==> config.mk <==
export PLATFORM = sky130hd
export DESIGN_NAME = keypad_scanner
export DESIGN_NICKNAME = d
export VERILOG_FILES = /design/src/rtl/keypad_pkg.sv /design/src/rtl/sync_2ff.sv /design/src/rtl/keypad_scanner.sv
export SDC_FILE = /design/constraint.sdc
export NUM_CORES = 1
export LEC_CHECK = 0
export ABC_AREA = 1
export CAP_MARGIN = 20
export CELL_PAD_IN_SITES_DETAIL_PLACEMENT = 0
export CELL_PAD_IN_SITES_GLOBAL_PLACEMENT = 1
export CORE_UTILIZATION = 49
export CTS_CLUSTER_SIZE = 20
export DETAILED_ROUTE_END_ITERATION = 12
export PLACE_DENSITY_LB_ADDON = 0.1
export REMOVE_ABC_BUFFERS = 1
export SETUP_SLACK_MARGIN = 0.5
export SYNTH_ARGS = -nofsm -noshare
export SYNTH_HDL_FRONTEND = slang
export SYNTH_SLANG_ARGS = --single-unit
==> constraint.sdc <==
create_clock -name clk -period 13.9 [get_ports clk]
set_input_delay 2.78 -clock clk [delete_from_list [all_inputs] [get_ports clk]]
set_output_delay 2.78 -clock clk [all_outputs]
set_load 0.01 [all_outputs]
==> src/rtl/keypad_pkg.sv <==
// rtl/keypad_pkg.sv - shared constants, FSM states and snapshot decode for the keypad scanner
package keypad_pkg;

  localparam int NUM_ROWS = 4;
  localparam int NUM_COLS = 4;
  localparam int KEY_W    = 4;
  localparam int SNAP_W   = NUM_ROWS * NUM_COLS;

  typedef enum logic {
    IDLE    = 1'b0,
    PRESSED = 1'b1
  } state_t;

  typedef struct packed {
    logic             one;
    logic [KEY_W-1:0] code;
  } decode_t;

  // Snapshot bit index is {row, col}, so the index of a lone set bit is its key code.
  function automatic decode_t decode_snapshot(input logic [SNAP_W-1:0] snap);
    decode_t d;
    int      n;
    d = '0;
    n = 0;
    for (int i = 0; i < SNAP_W; i++) begin
      if (snap[i]) begin
        n++;
        d.code = i[KEY_W-1:0];
      end
    end
    d.one = (n == 1);
    return d;
  endfunction

endpackage

==> src/rtl/sync_2ff.sv <==
// rtl/sync_2ff.sv - two-flop synchronizer with a configurable reset value
module sync_2ff #(
  parameter int               WIDTH     = 1,
  parameter logic [WIDTH-1:0] RESET_VAL = '0
) (
  input  logic             clk,
  input  logic             rst,
  input  logic [WIDTH-1:0] d,
  output logic [WIDTH-1:0] q
);

  logic [WIDTH-1:0] meta;

  always_ff @(posedge clk or posedge rst) begin
    if (rst) begin
      meta <= RESET_VAL;
      q    <= RESET_VAL;
    end else begin
      meta <= d;
      q    <= meta;
    end
  end

endmodule

==> src/rtl/keypad_scanner.sv <==
// rtl/keypad_scanner.sv - 4x4 matrix keypad column scanner with scan-level debounce
module keypad_scanner
  import keypad_pkg::*;
#(
  parameter int SCAN_DIV = 1000,
  parameter int DEBOUNCE = 4
) (
  input  logic       clk,
  input  logic       rst,
  input  logic [3:0] rows,
  output logic [3:0] cols,
  output logic [3:0] key,
  output logic       key_valid,
  output logic       key_down
);

  localparam int DW = (SCAN_DIV > 1) ? $clog2(SCAN_DIV) : 1;
  localparam int MW = (DEBOUNCE > 1) ? $clog2(DEBOUNCE) : 1;
  localparam logic [DW-1:0] DWELL_LAST = DW'(SCAN_DIV - 1);
  localparam logic [MW-1:0] MATCH_SAT  = MW'(DEBOUNCE - 1);

  logic [3:0]        rows_sync;
  logic [DW-1:0]     dwell;
  logic [1:0]        col;
  logic [SNAP_W-1:0] snap, prev_snap, full_snap;
  logic [MW-1:0]     match_cnt, match_next;
  logic              sample, scan_end, stable;
  decode_t           dec;
  state_t            state, state_next;
  logic [3:0]        key_next;
  logic              valid_next, down_next;

  sync_2ff #(.WIDTH(4), .RESET_VAL(4'b1111)) u_row_sync (
    .clk (clk),
    .rst (rst),
    .d   (rows),
    .q   (rows_sync)
  );

  assign sample   = (dwell == DWELL_LAST);
  assign scan_end = sample && (col == 2'd3);

  // The column being sampled is merged in combinationally so the column-3
  // sample can be judged in the same cycle it is taken.
  always_comb begin
    full_snap = snap;
    for (int r = 0; r < NUM_ROWS; r++) begin
      full_snap[{r[1:0], col}] = ~rows_sync[r];
    end
  end

  always_comb begin
    match_next = '0;
    if (full_snap == prev_snap) begin
      match_next = (match_cnt == MATCH_SAT) ? match_cnt : match_cnt + MW'(1);
    end
  end

  assign stable = scan_end && (match_next == MATCH_SAT);
  assign dec    = decode_snapshot(full_snap);

  always_ff @(posedge clk or posedge rst) begin
    if (rst) begin
      dwell     <= '0;
      col       <= 2'd0;
      cols      <= 4'b1110;
      snap      <= '0;
      prev_snap <= '0;
      match_cnt <= '0;
    end else if (sample) begin
      dwell <= '0;
      col   <= col + 2'd1;
      cols  <= {cols[2:0], cols[3]};
      snap  <= full_snap;
      if (col == 2'd3) begin
        prev_snap <= full_snap;
        match_cnt <= match_next;
      end
    end else begin
      dwell <= dwell + DW'(1);
    end
  end

  // A new press is only accepted from IDLE, which is reached solely via a debounced full release.
  always_comb begin
    state_next = state;
    key_next   = key;
    valid_next = 1'b0;
    down_next  = key_down;
    case (state)
      IDLE: begin
        if (stable && dec.one) begin
          key_next   = dec.code;
          valid_next = 1'b1;
          down_next  = 1'b1;
          state_next = PRESSED;
        end
      end
      PRESSED: begin
        if (stable && (full_snap == '0)) begin
          down_next  = 1'b0;
          state_next = IDLE;
        end
      end
      default: state_next = IDLE;
    endcase
  end

  always_ff @(posedge clk or posedge rst) begin
    if (rst) begin
      state     <= IDLE;
      key       <= '0;
      key_valid <= 1'b0;
      key_down  <= 1'b0;
    end else begin
      state     <= state_next;
      key       <= key_next;
      key_valid <= valid_next;
      key_down  <= down_next;
    end
  end

endmodule

==> flow_metrics.env, run 1 <==
export IMPL_setup_viol_count_final=0
export IMPL_ys_seq_area_share_pct=33.30
export IMPL_setup_fix_bufs_post_cts=0
export IMPL_clock_sinks=65
export IMPL_cts_hold_buffers=0
export IMPL_worst_path_max_fanout=9
export IMPL_port_buffer_count=15
export IMPL_period_needed_ns=10.03
export IMPL_power_frac_comb_pct=8.6
export IMPL_p_seq_share_pct=50.0
export IMPL_grt_pass1_vias=3875
export IMPL_critPathMostFrequentCell="sky130_fd_sc_hd__nand2_1"
export IMPL_post_synth_inst_count=723
export IMPL_min_delay_start="u_row_sync.meta[2]"
export IMPL_fp_row_count=36
export IMPL_avgSynthCellArea_um2=6.813
export IMPL_critical_path_n_buffers_inverters=9
export IMPL_ys_types=36
export IMPL_timing_reg2reg_worst_path_depth=63
export IMPL_cell_internal_pwr_uw=294.5
export IMPL_slew_headroom_pct=44.89
export IMPL_end_kind="flip-flop"
export IMPL_worstMarginPinSlew_ns=0.8216
export IMPL_fp_coreArea_um2=9774
export IMPL_peak_supply_drop_mv=0.07144
export IMPL_leak_uw=0.002769
export IMPL_cts_root_buffer="sky130_fd_sc_hd__clkbuf_8"
export IMPL_clock_latency_ns=0.34
export IMPL_clock_tree_htree_level_count=3
export IMPL_largest_net_degree_at_the_start_of_global_routing=66
export IMPL_routed_via_density=4.934
export IMPL_cts_buffers_inserted=9
export IMPL_detail_route_wl_per_cell_um=11.29
export IMPL_number_of_detailed_routing_iterations_run_before_antenna_repair=4
export IMPL_worst_path_max_delay_cell="sky130_fd_sc_hd__ha_1"
export IMPL_post_cts_repair_resize_count=0
export IMPL_slowest_delay_ns=0.46
export IMPL_switchingPower_uw=90.43
export IMPL_starting_density_of_the_core_pct=50.40
export IMPL_startpoint_type="flip-flop"
export IMPL_fin_skew_ns=0.009595
export IMPL_die_area_um2=10460
export IMPL_hold_path_depth=0
export IMPL_p_clk_share_pct=41.4
export IMPL_design_final_nets=764
export IMPL_synth_cell_area_um2=4926
export IMPL_n_fill_cell=982
export IMPL_synth_edff_count=0
export IMPL_critPathTopFamily="simple AND/OR/NAND/NOR gates"
export IMPL_post_route_cells_drive_above_1_share_pct=13.83
export IMPL_post_route_worst_setup_slack_ns=3.875
export IMPL_most_instantiated_cells_after_synthesis="sky130_fd_sc_hd__nand2_1, sky130_fd_sc_hd__inv_1, sky130_fd_sc_hd__nor2_1"
export IMPL_grt_remaining_overflow=0
export IMPL_path_class="flip-flop to flip-flop"
export IMPL_cts_clk_slew_worst_paths_ns=0.07
export IMPL_synth_largest_type_area_fraction_pct=27.43
export IMPL_clk_path_buf_depth=2
export IMPL_postLayoutCoreUtil_pct=55.17
export IMPL_grt_first_pass_wirelength_mm=16.78
export IMPL_worst_endpoint_required_ns=14.13
export IMPL_post_synth_top_area_cell="sky130_fd_sc_hd__dfrtp_1"
export IMPL_die_h_um=102.3
export IMPL_synth_async_sr_flop_share_pct=100.0
export IMPL_drt_initial_drc_count=174
export IMPL_grtUsageTotal_pct=20.45
export IMPL_grt_setup_unrepaired="no"
export IMPL_min_delay_path_class="flip-flop to flip-flop"
export IMPL_worst_endpoint_arrival_ns=10.25
export IMPL_floorplan_die_width_um=102.3
export IMPL_grt_antenna_before_repair=0
export IMPL_synth_most_common_cell="sky130_fd_sc_hd__nand2_1"
export IMPL_postSynthRegisterBits=65
export IMPL_finalMaxSlewViolations=0
export IMPL_dpl_hpwl_mm=7.725
export IMPL_yosys_top_cells_area="sky130_fd_sc_hd__dfrtp_1, sky130_fd_sc_hd__nand2_1, sky130_fd_sc_hd__inv_1"
export IMPL_hold_viol=0
export IMPL_maxCapViolCount=0
export IMPL_tritoncts_clock_tree="done"
export IMPL_path_depth=63
export IMPL_powerDensity_nw_per_um2=71.37
export IMPL_num_vias=4332
export IMPL_max_clock_freq_ghz=0.09975
export IMPL_detail_route_drc_violations=0
export IMPL_crit_path_start="col[1]"
export IMPL_finalSetupTns_ns=0
export IMPL_routed_wl_mm=9.913
export IMPL_period_share_pct=72.12
export IMPL_antenna_cells=0
export IMPL_place_gp_congestion=0.8011
export IMPL_synthToLayoutAreaGrowth_pct=9.474
export IMPL_post_place_setup_slack_ns=3.825
export IMPL_yosys_warnings=0
export IMPL_io_pins=16
export IMPL_outcome="complete, no violations"
export IMPL_p_sw_share_pct=23.49
export IMPL_critical_path_reg2reg_startpoint="col[1]"
export IMPL_antenna_violating_nets_post_route=0
export IMPL_synth_top_flop_cell="sky130_fd_sc_hd__dfrtp_1"
power by group through the flow:
| stage | Clock (uW) | Sequential, uW | Combinational [uW] |
|---|---|---|---|
| 6_report | 159 | 192 | 33.2 |
| 5_1_grt | 170 | 192 | 39.0 |
| 4_1_cts | 164 | 192 | 33.9 |
| 3_5_place_dp | 0 | 196 | 33.7 |
| 3_3_place_gp | 0 | 196 | 33.1 |
| 2_1_floorplan | 0 | 195 | 26.1 |
metrics by stage:
| step | cells | power [uW] | instance area (um2) | hold WS (ns) |
|---|---|---|---|---|
| 3_5_place_dp | 862 | 229.6 | 5194 | 0.3468 |
| 5_1_grt | 878 | 401.1 | 5393 | 0.3571 |
| 2_1_floorplan | 712 | 221.5 | 4862 | 0.3452 |
| 6_report | 878 | 384.9 | 5393 | 0.3552 |
| 4_1_cts | 878 | 389.9 | 5393 | 0.3564 |
| 3_3_place_gp | 862 | 228.9 | 5194 | 0.3459 |
cell usage in the layout, fill, tap and decap left out, drive strengths merged, types with 5 or more instances in the layout:
cell / n
dfrtp: 54
inv: 105
nor3: 8
ha: 18
dfstp: 11
xor2: 11
nand2: 239
clkdlybuf4s50: 15
xnor2: 8
o21ai: 66
nand3b: 5
or2: 8
nand3: 76
a21oi: 17
nor2: 71
clkbuf: 13
cell families after synthesis:
family,count (synthesis),share of synthesized area (%)
xor+xnor,19,3.378
compound gates,89,10.92
simple gates,415,38.46
buf+inv,117,9.373
flops,65,33.30
fa+ha+maj,18,4.572
path summary, 6_finish.rpt:
| kind | slack [ns] | end |
|---|---|---|
| worst max register to register | 3.87 | key[3] |
| worst min register to register | 0.36 | u_row_sync.q[2] |
| min in group asynchronous | 2.97 | key[2] |
| worst min-delay path | 0.36 | u_row_sync.q[2] |
| worst max-delay path | 3.87 | key[3] |
| max in group asynchronous | 10.40 | col[0] |
routing by layer:
layer  vias up  track usage (%)  routed length [um]
met1      1952            26.85                4925
met2        40            33.76                4567
li1       2325                -                   -
met4         0            10.55                 234
met5         -                0                   0
met3        15            1.778                 185
registers in the layout, summed over array words and instances, names as in the netlist:
signal and cells:
prev_snap 16, snap 16, dwell 10, cols 4
key 4, u_row_sync.meta 4, u_row_sync.q 4, col 2
match_cnt 2, key_down 1, key_valid 1, state 1
final cells by class:
type	count	area [um2]	area share, %
clock buffer	13	158.9	2.947
clock inverter	3	40.04	0.7425
inverter	106	397.9	7.378
multi-input combinational	541	2824	52.37
sequential	65	1640	30.42
tap	133	166.4	3.086
timing repair buffer	17	165.2	3.063
Power figures use the tool's default switching activity.
==> inputs of run 2 (changes only) <==
--- a/config.mk
+++ b/config.mk
@@ -9,7 +9,7 @@
 export CAP_MARGIN = 20
 export CELL_PAD_IN_SITES_DETAIL_PLACEMENT = 0
 export CELL_PAD_IN_SITES_GLOBAL_PLACEMENT = 1
-export CORE_UTILIZATION = 49
+export CORE_UTILIZATION = 41
 export CTS_CLUSTER_SIZE = 20
 export DETAILED_ROUTE_END_ITERATION = 12
 export PLACE_DENSITY_LB_ADDON = 0.1
==> constraint.sdc (replaced) <==
create_clock -name clk -period 8.3 [get_ports clk]
set_input_delay 1.66 -clock clk [delete_from_list [all_inputs] [get_ports clk]]
set_output_delay 1.66 -clock clk [all_outputs]
set_load 0.01 [all_outputs]
==> run 2 against run 1 <==
Global-route usage is 2.7 points higher. Non-clock buffer count is 161 higher. Worst hold slack better by 0.0023 ns. Via count is 23% higher. Clock power grew to 2.5 times the previous value. First-iteration DRC count is 40% higher. The flow now finishes with violations (negative setup slack). Critical path depth is 6 higher. Count of clock-buffer cells in the layout stayed put. Flip-flop and latch count stayed put.
==> flow_metrics.env, run 2 (synthesized netlist as in run 1, its figures left out) <==
export IMPL_p_clk_share_pct=45.7
export IMPL_die_h_um=111.6
export IMPL_outcome="finished with violations"
export IMPL_worst_endpoint_arrival_ns=8.93
export IMPL_synthToLayoutAreaGrowth_pct=54.61
export IMPL_dpl_cell_count=925
export IMPL_routed_via_density=5.083
export IMPL_powerDensity_nw_per_um2=116.0
export IMPL_layout_top_registers="prev_snap: 16 flops, snap: 16 flops, dwell: 10 flops"
export IMPL_rrSetupSlack_ns=-0.41
export IMPL_worst_path_max_fanout=7
export IMPL_grt_setup_unrepaired="yes"
export IMPL_post_route_cells_drive_above_1_share_pct=40.62
export IMPL_detail_route_drc_violations=0
export IMPL_io_pins=16
export IMPL_power_frac_comb_pct=17.8
export IMPL_end_kind="flip-flop"
export IMPL_switchingPower_uw=213.5
export IMPL_leak_uw=0.003727
export IMPL_cts_buffers_inserted=9
export IMPL_clock_sinks=65
export IMPL_p_seq_share_pct=36.5
export IMPL_layout_area_seq_um2=1642
export IMPL_p_sw_share_pct=24.16
export IMPL_path_class="flip-flop to flip-flop"
export IMPL_clock_latency_ns=0.34
export IMPL_finalMaxSlewViolations=0
export IMPL_design_final_nets=925
export IMPL_min_delay_path_class="flip-flop to flip-flop"
export IMPL_n_fill_cell=892
export IMPL_period_share_pct=105.0
export IMPL_tritoncts_clock_tree="done"
export IMPL_largest_net_degree_at_the_start_of_global_routing=66
export IMPL_fp_coreArea_um2=11560
export IMPL_final_common_cell="sky130_fd_sc_hd__nand2_1"
export IMPL_setup_viol_count_final=7
export IMPL_slew_headroom_pct=41.94
export IMPL_number_of_detailed_routing_iterations_run_before_antenna_repair=5
export IMPL_drt_initial_drc_count=243
export IMPL_count_of_non_filler_cells_in_the_finished_layout=1049
export IMPL_dpl_hpwl_mm=8.395
export IMPL_grtUsageTotal_pct=23.15
export IMPL_fin_skew_ns=0.005254
export IMPL_clock_tree_htree_level_count=3
export IMPL_post_route_worst_setup_slack_ns=-0.4122
export IMPL_multi_input_area_um2=3455
export IMPL_most_common_layout_cells="sky130_fd_sc_hd__nand2_1, sky130_fd_sc_hd__buf_4, sky130_fd_sc_hd__inv_1, sky130_fd_sc_hd__buf_6, sky130_fd_sc_hd__nor2_1"
export IMPL_critPathMostFrequentCell="sky130_fd_sc_hd__nand2_4"
export IMPL_clk_path_buf_depth=2
export IMPL_peak_supply_drop_mv=0.1516
export IMPL_fp_row_count=39
export IMPL_grt_first_pass_wirelength_mm=23.36
export IMPL_worst_path_max_delay_cell="sky130_fd_sc_hd__dfrtp_2"
export IMPL_postLayoutCoreUtil_pct=65.86
export IMPL_grt_pass1_vias=5209
export IMPL_antenna_violating_nets_post_route=0
export IMPL_slowest_delay_ns=0.45
export IMPL_hold_worst_slack_ns=0.3575
export IMPL_grt_antenna_before_repair=0
export IMPL_cts_clk_slew_worst_paths_ns=0.05
export IMPL_grt_remaining_overflow=0
export IMPL_die_area_um2=12460
export IMPL_num_vias=5332
export IMPL_detail_route_wl_per_cell_um=14.76
export IMPL_worst_endpoint_required_ns=8.52
export IMPL_hold_viol=0
export IMPL_place_gp_congestion=0.8038
export IMPL_port_buffer_count=15
export IMPL_max_clock_freq_ghz=0.1148
export IMPL_cts_root_buffer="sky130_fd_sc_hd__clkbuf_16"
export IMPL_routed_wl_mm=15.48
export IMPL_startpoint_type="flip-flop"
export IMPL_floorplan_die_width_um=111.6
export IMPL_period_needed_ns=8.712
export IMPL_violations="negative setup slack"
export IMPL_antenna_cells=0
export IMPL_post_place_setup_slack_ns=-1.278
export IMPL_worstMarginPinSlew_ns=0.8656
export IMPL_maxCapViolCount=0
export IMPL_cell_internal_pwr_uw=670.1
export IMPL_starting_density_of_the_core_pct=42.59
[run 2: cell types whose count changed in the layout (fill, tap and decap cells not counted), moves of 11 or more]
cell	previous run	this run
sky130_fd_sc_hd__nand2_2	24	51
sky130_fd_sc_hd__buf_4	2	102
sky130_fd_sc_hd__nand3_1	61	49
sky130_fd_sc_hd__ha_4	0	15
sky130_fd_sc_hd__nand2_4	2	19
sky130_fd_sc_hd__inv_1	94	81
sky130_fd_sc_hd__inv_2	11	22
sky130_fd_sc_hd__ha_1	18	3
sky130_fd_sc_hd__buf_6	0	60
sky130_fd_sc_hd__nand2_1	213	168
[run 2: per-stage QoR]
stage               setup TNS, ns  area (um2)  total power, uW
floorplan                  -6.787        4862            371.0
global placement           -6.884        5604            397.0
detailed placement         -8.495        5604            398.5
CTS                        -1.397        6957            853.2
global route               -4.922        7616            914.0
finish                     -2.630        7616            883.7
[run 2: final timing paths]
path	start	end	depth (start not counted)
setup / recovery	col[0]	key_down	69
hold / removal	u_row_sync.meta[0]	u_row_sync.q[0]	0
setup reg to reg	col[0]	key_down	69
hold reg to reg	u_row_sync.meta[0]	u_row_sync.q[0]	0
max in group asynchronous	rst	col[0]	3
min in group asynchronous	rst	key[0]	3
[run 2: what timing repair did]
action,in CTS,in global routing
pin swaps,50,61
hold buffers,0,0
buffers inserted,92,16
setup endpoints to repair,7,9
gates resized for setup,84,127
[run 2: area by class of cell]
cell class / count / share of cell area, %
clock inverters: 3 / 0.6079
flip-flops and latches: 65 / 21.55
clock buffers: 13 / 3.680
repair buffers: 178 / 21.16
inverters: 106 / 5.290
multi-input cells: 541 / 45.36
well taps: 143 / 2.349
[run 2: power by group through the flow]
stage	Sequential, uW	Combinational [uW]	Clock, uW
floorplan	327	43.7	0
global placement	328	69.1	0
detailed placement	328	70.5	0
CTS	323	122	408
global route	323	170	422
finish	323	157	404
[run 2: routing by layer]
metal | routed length [um] | GRT usage [%] | share of wire (%) | vias up
met5 | 0 | 0 | 0 | -
met4 | 780 | 11.17 | 5.0 | 0
met3 | 394 | 4.028 | 2.5 | 65
met2 | 7819 | 40.25 | 51 | 101
met1 | 6483 | 27.75 | 42 | 2526
li1 | - | - | - | 2640
[run 2: critical path, delay by kind of cell, from the launching register on]
kind	cells	cell delay [ns]
AOI/OAI and AO/OA	2	0.16
buffers and inverters	22	2.10
and+or+nand+nor	36	3.86
adders and majority gates	9	2.04
DFF	1	0.45
==> inputs of run 3 (changes only) <==
--- a/config.mk
+++ b/config.mk
@@ -9,7 +9,9 @@
 export CAP_MARGIN = 20
 export CELL_PAD_IN_SITES_DETAIL_PLACEMENT = 0
 export CELL_PAD_IN_SITES_GLOBAL_PLACEMENT = 1
+export CORE_MARGIN = 2
 export CORE_UTILIZATION = 41
+export CTS_CLUSTER_DIAMETER = 50
 export CTS_CLUSTER_SIZE = 20
 export DETAILED_ROUTE_END_ITERATION = 12
 export PLACE_DENSITY_LB_ADDON = 0.1
==> run 3 against run 2 <==
The run still ends with negative setup slack left. Non-clock buffer count decreased by 77. Global-route usage decreased by 4.1 points. Final area decreased by 13%. Flip-flop and latch count unchanged. Clock skew increased by 0.0013 ns. Register-to-register slack improved by 0.25 ns. First-iteration DRC count decreased by 36%. Final cell count decreased by 7.0%. Worst hold slack got worse by 0.0039 ns. Critical endpoint is now key[3].
==> flow_metrics.env, run 3 (synthesized netlist as in run 1, its figures left out) <==
export IMPL_cts_root_buffer="sky130_fd_sc_hd__clkbuf_16"
export IMPL_path_class="flip-flop to flip-flop"
export IMPL_antenna_cells=0
export IMPL_outcome="finished with violations"
export IMPL_finalMaxSlewViolations=0
export IMPL_die_h_um=113.6
export IMPL_p_seq_share_pct=39.9
export IMPL_clock_sinks=65
export IMPL_slowest_delay_ns=0.42
export IMPL_fin_skew_ns=0.006538
export IMPL_detailed_place_area_um2=5609
export IMPL_drt_initial_drc_count=155
export IMPL_largest_net_degree_at_the_start_of_global_routing=66
export IMPL_maxCapViolCount=0
export IMPL_synthToLayoutAreaGrowth_pct=34.37
export IMPL_place_gp_congestion=0.8107
export IMPL_p_sw_share_pct=24.23
export IMPL_routed_via_density=4.752
export IMPL_startpoint_type="flip-flop"
export IMPL_detail_route_drc_violations=0
export IMPL_antenna_violating_nets_post_route=0
export IMPL_switchingPower_uw=196.1
export IMPL_clock_tree_htree_level_count=3
export IMPL_die_area_um2=12910
export IMPL_tritoncts_clock_tree="done"
export IMPL_num_vias=4638
export IMPL_min_delay_path_class="flip-flop to flip-flop"
export IMPL_clk_path_buf_depth=2
export IMPL_n_fill_cell=1099
export IMPL_final_common_cell="sky130_fd_sc_hd__nand2_1"
export IMPL_leak_uw=0.003288
export IMPL_powerDensity_nw_per_um2=122.3
export IMPL_period_share_pct=102.0
export IMPL_port_buffer_count=15
export IMPL_end_kind="flip-flop"
export IMPL_power_frac_comb_pct=13.2
export IMPL_io_pins=16
export IMPL_cts_buffers_inserted=9
export IMPL_grt_pass1_vias=4501
export IMPL_violations="negative setup slack"
export IMPL_worst_path_max_delay_cell="sky130_fd_sc_hd__dfrtp_1"
export IMPL_grt_remaining_overflow=0
export IMPL_grt_antenna_before_repair=0
export IMPL_hold_viol=0
export IMPL_post_route_cells_drive_above_1_share_pct=30.52
export IMPL_starting_density_of_the_core_pct=41.53
export IMPL_number_of_detailed_routing_iterations_run_before_antenna_repair=5
export IMPL_grtUsageTotal_pct=19.09
export IMPL_cts_hold_buffers=0
export IMPL_period_needed_ns=8.467
export IMPL_post_route_worst_setup_slack_ns=-0.1672
export IMPL_critical_path_n_buffers_inverters=18
export IMPL_worstMarginPinSlew_ns=0.8684
export IMPL_cell_internal_pwr_uw=613.2
export IMPL_cts_clk_slew_worst_paths_ns=0.05
export IMPL_worst_path_max_fanout=8
export IMPL_dpl_hpwl_mm=8.310
export IMPL_design_area_um2=6619
export IMPL_floorplan_die_width_um=113.6
export IMPL_worst_endpoint_arrival_ns=8.68
export IMPL_peak_supply_drop_mv=0.1852
export IMPL_fp_coreArea_um2=11860
export IMPL_design_final_nets=848
export IMPL_grt_first_pass_wirelength_mm=20.20
export IMPL_routed_wl_mm=11.50
export IMPL_fp_row_count=40
export IMPL_totalPowerFinal_uw=809.3
export IMPL_setup_viol_count_final=7
export IMPL_slew_headroom_pct=41.75
export IMPL_worst_endpoint_required_ns=8.51
export IMPL_layout_top_registers="prev_snap: 16 flops, snap: 16 flops, dwell: 10 flops"
export IMPL_clock_latency_ns=0.33
export IMPL_most_common_layout_cells="sky130_fd_sc_hd__nand2_1, sky130_fd_sc_hd__inv_1, sky130_fd_sc_hd__buf_4, sky130_fd_sc_hd__nor2_1, sky130_fd_sc_hd__nand3_1"
export IMPL_p_clk_share_pct=46.9
export IMPL_grt_setup_unrepaired="yes"
export IMPL_max_clock_freq_ghz=0.1181
export IMPL_critPathTopFamily="adder cells"
export IMPL_detail_route_wl_per_cell_um=11.78
==> run 3: cell types whose count changed in the layout (fill, tap and decap cells not counted), moves of 6 or more <==
cell,before,now
sky130_fd_sc_hd__buf_4,102,67
sky130_fd_sc_hd__buf_6,60,18
sky130_fd_sc_hd__nand2_1,168,189
sky130_fd_sc_hd__nand2_2,51,36
sky130_fd_sc_hd__nand3_1,49,55
sky130_fd_sc_hd__nand3_4,9,0
sky130_fd_sc_hd__nor2_1,54,62
==> run 3: layout make-up <==
| type | instances | area, um2 | share of cell area, % |
|---|---|---|---|
| Clock buffer | 10 | 239.0 | 3.611 |
| Clock inverter | 6 | 66.31 | 1.002 |
| Inverter | 106 | 400.4 | 6.049 |
| Multi-Input combinational cell | 541 | 3213 | 48.54 |
| Sequential cell | 65 | 1640 | 24.78 |
| Tap cell | 147 | 183.9 | 2.779 |
| Timing Repair Buffer | 101 | 875.8 | 13.23 |
==> run 3: final timing paths <==
path                                    start         endpoint  slack, ns  cells after the start
min reg2reg                u_row_sync.meta[2]  u_row_sync.q[2]       0.35                      0
max                                    col[0]           key[3]      -0.17                     64
min                        u_row_sync.meta[2]  u_row_sync.q[2]       0.35                      0
max in group asynchronous                 rst          snap[7]       5.88                      3
min in group asynchronous                 rst         dwell[4]       1.89                      3
max reg2reg                            col[0]           key[3]      -0.17                     64
==> run 3: stage by stage <==
step | TNS, ns | instances | setup WS, ns | utilization, % | hold slack, ns
2_1_floorplan | -6.787 | 712 | -1.027 | - | 0.3452
3_5_place_dp | -8.308 | 929 | -1.239 | 47.29 | 0.3468
6_report | -0.7961 | 976 | -0.1672 | 55.80 | 0.3536
4_1_cts | -1.240 | 968 | -0.2322 | 53.86 | 0.3544
3_3_place_gp | -6.891 | 929 | -1.036 | 47.29 | 0.3468
5_1_grt | -3.925 | 976 | -0.6005 | 55.80 | 0.3582
==> run 3: worst reg2reg max path: cells and delay by family (launching register included) <==
kind | cells | cell delay (ns)
AO/OA/AOI/OAI | 8 | 1.00
buffers and inverters | 18 | 1.55
AND/OR/NAND/NOR | 26 | 2.67
adder cells (fa/ha/maj) | 12 | 2.69
flip-flops | 1 | 0.42
==> run 3: layer usage <==
| metal | vias to the layer above | wire (um) | GRT usage, % |
|---|---|---|---|
| met5 | - | 0 | 0 |
| met4 | 0 | 174 | 6.911 |
| met2 | 32 | 5555 | 33.45 |
| met3 | 11 | 118 | 1.541 |
| met1 | 2112 | 5652 | 24.79 |
| li1 | 2483 | - | - |
==> run 3: power groups by stage <==
| stage | combinational (uW) | sequential (uW) | clock [uW] |
|---|---|---|---|
| floorplan | 43.7 | 327 | 0 |
| global placement | 69.9 | 328 | 0 |
| detailed placement | 71.1 | 328 | 0 |
| CTS | 94.5 | 322 | 387 |
| global route | 121 | 323 | 400 |
| finish | 107 | 323 | 380 |
==> run 3: what timing repair did <==
item | in CTS | in global routing
endpoints found under the setup margin | 7 | 7
resized for setup | 72 | 36
cloned | 0 | 0
pin swaps | 45 | 24
setup buffers | 23 | 8
==> variant, RTL diff (config.mk and constraints of run 2) <==
Set the package constant `NUM_COLS` to 8 (it was 4).
--- a/src/rtl/keypad_pkg.sv
+++ b/src/rtl/keypad_pkg.sv
@@ -3,5 +3,5 @@
 
   localparam int NUM_ROWS = 4;
-  localparam int NUM_COLS = 4;
+  localparam int NUM_COLS = 8;
   localparam int KEY_W    = 4;
   localparam int SNAP_W   = NUM_ROWS * NUM_COLS;
Function: same outputs for any inputs over 10 cycles, from zero or initial values and one cycle with rst high; that may be too few to reach the edited logic, so the function may still have changed.
==> variant against run 2 <==
The run still ends with negative setup slack left. Maximum frequency decreased by 3.7%. Final area increased by 14%. Total power grew 8.4%. Routed wire length rose by 19%. Worst setup slack worse by 0.33 ns. Sequential cell count stayed put. Area after synthesis rose by 1.0%. Critical path type unchanged. Largest cell class unchanged.
==> variant: results (changes against run 2) <==
metric	value	unit	change
Final Setup Violations	7		unchanged
RePlAce Congestion	0.7802		-2.9%
port bufs	15		unchanged
largest net degree at the start of global routing	66		unchanged
dpl ws	-1.567	ns	-0.2891 ns
DR vias	5958		+12%
final net count	993		+7.4%
WP data arrival	9.26	ns	+0.33 ns
critical path's slowest cell	dfrtp_1		
dominant cells by area after synthesis	dfrtp_1 (27%), nand2_1 (16%), inv_1 (8.1%)		
layout cells sized above 1	0.4815		+0.07534
failing checks	negative setup slack		
CP max FO	8		+1
synthesized area per cell	6.752	um^2	-0.90%
DP HPWL	8889	um	+5.9%
LEAKAGE	0.004290	uW	+15%
fill count	782		-12%
status	finished, violations left		
Num CTS Buffers	9		unchanged
WHS	0.3554	ns	-0.002116 ns
Pre-Repair DR Iteration Count	6		+1
PD cells	109.9	nW/um^2	-5.2%
setup_tns	-4.953	ns	-2.323 ns
FF-to-FF End	key[3]$_DFFE_PP0P_		
routed wire length	18480	um	+19%
RR Startpoint	col[0]$_DFFE_PP0N_		
most used flip-flop cell after synthesis	dfrtp_1		
initial DRC count	319		+31%
largest stage delay on the critical path	0.38	ns	-0.07 ns
htree depth	3		unchanged
hold wc startpoint	u_row_sync.meta[3]$_DFF_PP1_		
Total GRT Usage	0.2807		+0.04916
slew of the pin with the lowest slew margin	0.9644	ns	+0.09881 ns
DP Area	5766	um^2	+2.9%
first-pass GRT wire length	28350	um	+21%
routed vias/inst	5.334		+4.9%
Worst Slack Setup Final	-0.7467	ns	-0.3345 ns
CTS Buffer Depth	2		unchanged
placed cell count	953		+3.0%
Clk Latency, worst-skew pair	0.33	ns	
biggest registers after layout	prev_snap x16, snap x16, dwell x10		
Async S/R FF share, synth	1.000		unchanged
Worst IR Drop VDD	0.1507	mV	-0.60%
top cells by count, synth	nand2_1 (209), inv_1 (108), nor2_1 (68)		
end of the worst hold path	u_row_sync.q[3]$_DFF_PP1_		
Yosys cell types	37		+2.8%
register area share after synthesis	0.3296		-0.003349
Layout Skew	0.004399	ns	-0.0008551 ns
Reg2Reg Depth	67		-2.9%
Diodes inserted	0		unchanged
[variant: cell types whose count changed after synthesis, sizes merged, moves of 2 or more]
cell / run 2 / this run
nand4: 2 / 7
o21bai: 3 / 1
nor3: 8 / 10
inv: 105 / 111
nand3: 76 / 80
a31oi: 1 / 3
nand2: 239 / 241
o21ai: 66 / 63
[variant: layer usage]
layer  part of all wire  GRT usage  vias to the layer above
li1                   -          -                     2805
met1               0.39     0.3317                     2818
met2               0.49     0.4907                      233
met3              0.048    0.03456                      102
met4              0.066     0.1662                        0
met5                  0          0                        -
[variant: worst max-delay path by stage]
stage	from	end	slack [ns]	cells past startpoint
6_report	col[0]$_DFFE_PP0N_	key[3]$_DFFE_PP0P_	-0.75	67
5_1_grt	col[0]$_DFFE_PP0N_	key[3]$_DFFE_PP0P_	-1.02	67
4_1_cts	col[1]$_DFFE_PP0N_	key[3]$_DFFE_PP0P_	-0.42	64
3_5_place_dp	col[1]$_DFFE_PP0N_	key[3]$_DFFE_PP0P_	-1.57	61
3_3_place_gp	col[1]$_DFFE_PP0N_	key[2]$_DFFE_PP0P_	-1.29	63
2_1_floorplan	col[1]$_DFFE_PP0N_	key[3]$_DFFE_PP0P_	-1.24	61
[variant: worst max-delay path, delay by kind of cell (launching register included)]
family	cells	cell delay, ns
DFF	1	0.38
and+or+nand+nor	34	3.75
adders and majority gates	13	2.92
buffers and inverters	15	1.18
AOI/OAI and AO/OA	5	0.65
[variant: power breakdown]
part	internal, uW	leakage (uW)	switching, uW
combinational	105	0.00327	92.7
sequential	321	0.000855	1.77
clock	301	0.000166	137
total	727	0.00429	231
[variant: repair_timing]
action	CTS	global route
endpoints found under the setup margin	7	7
resized for setup	224	144
setup buffers	136	12
pin swaps	105	94
[variant: logic make-up (layout without fill, tap and decap cells)]
group | count (synthesis) | in the layout | share of synthesized area
compound gates | 87 | 87 | 0.1008
flops | 65 | 65 | 0.3296
xor+xnor | 18 | 18 | 0.03168
simple gates | 425 | 425 | 0.3958
fa+ha+maj | 18 | 18 | 0.04526
buf+inv | 124 | 361 | 0.09681
[variant: final cells by class]
type | instances | area share
inverters | 113 | 0.05083
clock inverters | 5 | 0.01177
multi-input cells | 548 | 0.4553
well taps | 143 | 0.02053
flip-flops and latches | 65 | 0.1882
repair buffers | 232 | 0.2455
clock buffers | 11 | 0.02785
